==> config.mk <==
export PLATFORM = sky130hd
export DESIGN_NAME = alu_dec_unit
export DESIGN_NICKNAME = d
export VERILOG_FILES = /design/src/rtl/alu_dec_unit.sv
export SDC_FILE = /design/constraint.sdc
export NUM_CORES = 1
export LEC_CHECK = 0
export ABC_AREA = 1
export ABC_CLOCK_PERIOD_IN_PS = 7600
export BUFFER_PORTS_ARGS = -buffer_cell sky130_fd_sc_hd__buf_2
export CAP_MARGIN = 20
export CORE_MARGIN = 5
export CORE_UTILIZATION = 30
export CTS_CLUSTER_DIAMETER = 80
export DETAILED_ROUTE_END_ITERATION = 10
export SYNTH_ARGS = -nofsm -noshare
export SYNTH_HDL_FRONTEND = slang
export SYNTH_SLANG_ARGS = --single-unit
==> constraint.sdc <==
create_clock -name Clock -period 7.6 [get_ports Clock]
set_input_delay 1.52 -clock Clock [delete_from_list [all_inputs] [get_ports Clock]]
set_output_delay 1.52 -clock Clock [all_outputs]
set_load 0.02 [all_outputs]
==> src/rtl/alu_dec_unit.sv <==
// RV32I ALU operation decoder plus single-cycle ALU; the result is also
// offered registered on Out_q with one clock of latency.
module alu_dec_unit #(
  parameter int XLEN = 32
) (
  input  logic            Clock,
  input  logic            Reset_n,
  input  logic [6:0]      opcode,
  input  logic [2:0]      funct,
  input  logic            add_rshift_type,
  input  logic [XLEN-1:0] A,
  input  logic [XLEN-1:0] B,
  output logic [3:0]      ALUop,
  output logic [XLEN-1:0] Out,
  output logic [XLEN-1:0] Out_q
);

  localparam int SHW = $clog2(XLEN);

  typedef enum logic [3:0] {
    OP_ADD    = 4'd0,
    OP_SUB    = 4'd1,
    OP_AND    = 4'd2,
    OP_OR     = 4'd3,
    OP_XOR    = 4'd4,
    OP_SLT    = 4'd5,
    OP_SLTU   = 4'd6,
    OP_SLL    = 4'd7,
    OP_SRA    = 4'd8,
    OP_SRL    = 4'd9,
    OP_COPY_B = 4'd10,
    OP_XXX    = 4'd15
  } aluop_e;

  localparam logic [6:0] OPC_OP     = 7'b0110011;
  localparam logic [6:0] OPC_OP_IMM = 7'b0010011;
  localparam logic [6:0] OPC_LOAD   = 7'b0000011;
  localparam logic [6:0] OPC_STORE  = 7'b0100011;
  localparam logic [6:0] OPC_BRANCH = 7'b1100011;
  localparam logic [6:0] OPC_JAL    = 7'b1101111;
  localparam logic [6:0] OPC_JALR   = 7'b1100111;
  localparam logic [6:0] OPC_AUIPC  = 7'b0010111;
  localparam logic [6:0] OPC_LUI    = 7'b0110111;

  aluop_e                 w_op;
  aluop_e                 w_arith_op;
  logic                   w_is_imm;
  logic [SHW-1:0]         w_shamt;
  logic signed [XLEN-1:0] w_a_s;
  logic signed [XLEN-1:0] w_b_s;
  logic [XLEN-1:0]        w_out;
  logic [XLEN-1:0]        r_out_q;

  // Register-register and register-immediate share one funct decode; the
  // immediate form has no SUB, and inst[30] there is part of the immediate.
  always_comb begin
    w_arith_op = OP_XXX;
    case (funct)
      3'b000:  w_arith_op = (add_rshift_type && !w_is_imm) ? OP_SUB : OP_ADD;
      3'b001:  w_arith_op = OP_SLL;
      3'b010:  w_arith_op = OP_SLT;
      3'b011:  w_arith_op = OP_SLTU;
      3'b100:  w_arith_op = OP_XOR;
      3'b101:  w_arith_op = add_rshift_type ? OP_SRA : OP_SRL;
      3'b110:  w_arith_op = OP_OR;
      default: w_arith_op = OP_AND;
    endcase
  end

  assign w_is_imm = (opcode == OPC_OP_IMM);

  always_comb begin
    w_op = OP_XXX;
    case (opcode)
      OPC_OP, OPC_OP_IMM:                   w_op = w_arith_op;
      OPC_LOAD, OPC_STORE, OPC_BRANCH,
      OPC_JAL, OPC_JALR, OPC_AUIPC:         w_op = OP_ADD;
      OPC_LUI:                              w_op = OP_COPY_B;
      default:                              w_op = OP_XXX;
    endcase
  end

  assign ALUop   = w_op;
  assign w_shamt = B[SHW-1:0];
  assign w_a_s   = A;
  assign w_b_s   = B;

  always_comb begin
    w_out = '0;
    case (w_op)
      OP_ADD:    w_out = A + B;
      OP_SUB:    w_out = A - B;
      OP_AND:    w_out = A & B;
      OP_OR:     w_out = A | B;
      OP_XOR:    w_out = A ^ B;
      OP_SLT:    w_out = {{(XLEN-1){1'b0}}, (w_a_s < w_b_s)};
      OP_SLTU:   w_out = {{(XLEN-1){1'b0}}, (A < B)};
      OP_SLL:    w_out = A << w_shamt;
      OP_SRA:    w_out = w_a_s >>> w_shamt;
      OP_SRL:    w_out = A >> w_shamt;
      OP_COPY_B: w_out = B;
      default:   w_out = '0;
    endcase
  end

  assign Out = w_out;

  always_ff @(posedge Clock or negedge Reset_n) begin
    if (!Reset_n) r_out_q <= '0;
    else          r_out_q <= w_out;
  end

  assign Out_q = r_out_q;

endmodule

==> out/metrics.yaml <==
cp_top_family: "simple AND/OR/NAND/NOR gates"
ys_warn_count: 0
ys_seq_area_share_pct: 6.60
drc: 0
synth_fp_nets: 2638
cts_root_buf: "clkbuf_16"
yosysTopAreaCell: "nand2_1"
peakVddDrop_uv: 71.0
yosysMostFrequentCell: "nand2_1"
p_clk_share_pct: 19.6
ctsResizeCount: 0
viasPerCell: 5.41
max_stage_delay_ns: 0.88
p_per_area_mw_per_mm2: 91.3
die_h_um: 211
cts.reportedPaths.clkPinSlew_ns: 0.06
ys.flop_type: "dfrtp_1"
cts_setup_buffers: 0
dieArea_mm2: 0.0445
holdBufCountCts: 0
dp_hpwl_um: 47500
largest_reg_flops: 32
power.share.sequential_pct: 14.7
multi_input_area_mm2: 0.00973
period_needed_ns: 6.26
p_leak_nw: 7.85
io_buffers: 144
grt_use_total_pct: 25.1
hold_path.class: "in -> async"
diodes: 0
required_ns: 6.08
start_util_pct: 30.4
dr.pass1.iters: 7
final_cells: 3043
grt_max_degree: 68
combPwrFrac_pct: 65.6
cts_max_path_buffers: 2
synth_cell_type_count: 43
crit_arrival_ns: 4.74
met2_usage_pct: 41.4
cts_tree: "built"
vias: 16452
pin_count: 145
clock_sinks: 32
period_share_pct: 82.4
synth_compound_area_share_pct: 7.04
maxCapViolCount: 0
power_switching_mw: 0.674
hold_violations: 0
netlist_area_mm2: 0.0121
synthAdderAreaFrac_pct: 10.3
grt_pass1_wl_um: 86800
rsz0062_at_grt: "false"
setup_viol: 0
slowest_stage: "nor2_2"
p_int_mw: 0.537
worst_slew_pin_slew_ns: 1.08
numCtsBuffers: 5
syn_area_per_cell_um2: 4.92
use_met3_pct: 2.29
gp_congestion: 1.07
synthMuxAreaShare_pct: 0
die_w_um: 211
grt_pass1_vias: 14994
crit_path_max_fanout: 19
switching_share_pct: 55.7
rows: 73
wl_um: 58300
synth-seq-cells: 32
core_mm2: 0.0398
synthToLayoutAreaGrowth_pct: 9.43
use_met1_pct: 32.9
synth_top_cells_by_area: "nand2_1 (28%), nand3_1 (18%), nor2_1 (10%), ha_1 (10%), inv_1 (8.5%)"
antenna_left: 0
antenna_found_initial: 0
nets: 2694
htreeDepth: 2
relSlewSlack_pct: 27.6
drive_gt1_share_pct: 8.22
synth_cells: 2462
synth_edf_count: 0
wl_per_cell_um: 19.2
dp_cells: 3036
crit_type: "in -> out"
drtIter0Drc: 2035
max_freq_mhz: 160
async_flop_share_pct: 100
synth_xor_area_share_pct: 1.44
synth.top_cells.by_count: "nand2_1 (892), nand3_1 (446), nor2_1 (326)"
grt.busiest_layer: "met2"
worstSetupStartpointType: "input port"
total_power_mw: 1.21
drv_slew: 0
synth_top_family_by_area: "simple AND/OR/NAND/NOR gates"
crit_buf_inv: 4
fillers: 4772
synth_top_area_share_pct: 27.6
path_cells: "buf_2 > inv_1 > nand2_1 > nor2_2 > nand2_4 > inv_6 > nor2_2 > nand2_2 > nand3_2 > nor2_2 > nand3_1 > nand2_1 > nor2_1 > nand2_1 > buf_2"
status: "finished clean"
final_util_pct: 33.3
end_kind: "output port"
synth_simple_gate_area_share_pct: 61.4
grt_overflow_total: 0
tns_ns: 0
seq_area_um2: 801
layer usage:
layer	wire (µm)	vias up	part of all wire, %
li1	-	7889	-
met1	23300	7502	40
met2	26600	898	46
met3	5050	163	8.7
met4	3410	0	5.8
met5	0	-	0
worst paths after layout:
check	startpoint	end	slack [ns]	depth (start not counted)
max	opcode[3]	Out[17]	1.34	15
min	Reset_n	Out_q[27]$_DFF_PN0_	1.32	1
min in group Clock	B[6]	Out_q[6]$_DFF_PN0_	1.58	5
max in group asynchronous	Reset_n	Out_q[2]$_DFF_PN0_	5.70	1
cells by family (layout without fill, tap and decap cells):
logic type	count (synthesis)	after routing
DFF	32	32
and+or+nand+nor	1755	1755
AOI/OAI and AO/OA	158	158
xor gates and xnor gates	20	20
buffers and inverters	398	454
adders and majority gates	99	99
cell usage in the layout (no fill, tap or decap), types with 2 or more instances in the layout:
cell,count
o21ai_1,3
nand2_2,6
nand2_4,2
buf_4,17
nor3_1,18
ha_1,97
nor2_1,326
nand3_1,446
inv_1,271
buf_2,144
nand3b_1,14
nor2_4,5
xor2_1,19
and3_1,2
o21ai_0,65
dfrtp_1,32
nand3_4,2
a21oi_1,71
nand2_1,892
clkbuf_16,5
clkbuf_8,2
clkinv_1,3
nand4_1,27
and2_1,5
or2_2,2
nor2_2,4
nand3_2,2
a31oi_1,2
fa_1,2
o21bai_1,10
inv_2,11
final cells by class:
class                      count  share of cell area (%)
inverter                     286                    8.13
clock buffer                   7                    1.15
tap                          525                    4.95
sequential                    32                    6.04
multi-input combinational   2032                    73.3
timing repair buffer         161                    6.39
power by group through the flow:
stage / combinational [mW] / clock, mW / sequential (mW)
6_report: 0.795 / 0.238 / 0.178
5_1_grt: 0.869 / 0.251 / 0.179
4_1_cts: 0.774 / 0.248 / 0.178
3_5_place_dp: 0.770 / 0 / 0.182
3_3_place_gp: 0.773 / 0 / 0.182
2_1_floorplan: 0.510 / 0 / 0.190
per-stage QoR:
stage | hold slack [ns] | instance area [µm²] | setup WS (ns)
floorplan | 1.22 | 12100 | 2.18
finish | 1.32 | 13300 | 1.34
detailed placement | 1.71 | 13100 | 1.48
global placement | 1.71 | 13100 | 1.50
global route | 1.43 | 13300 | 1.18
CTS | 1.38 | 13300 | 1.48
Power figures use the tool's default switching activity.
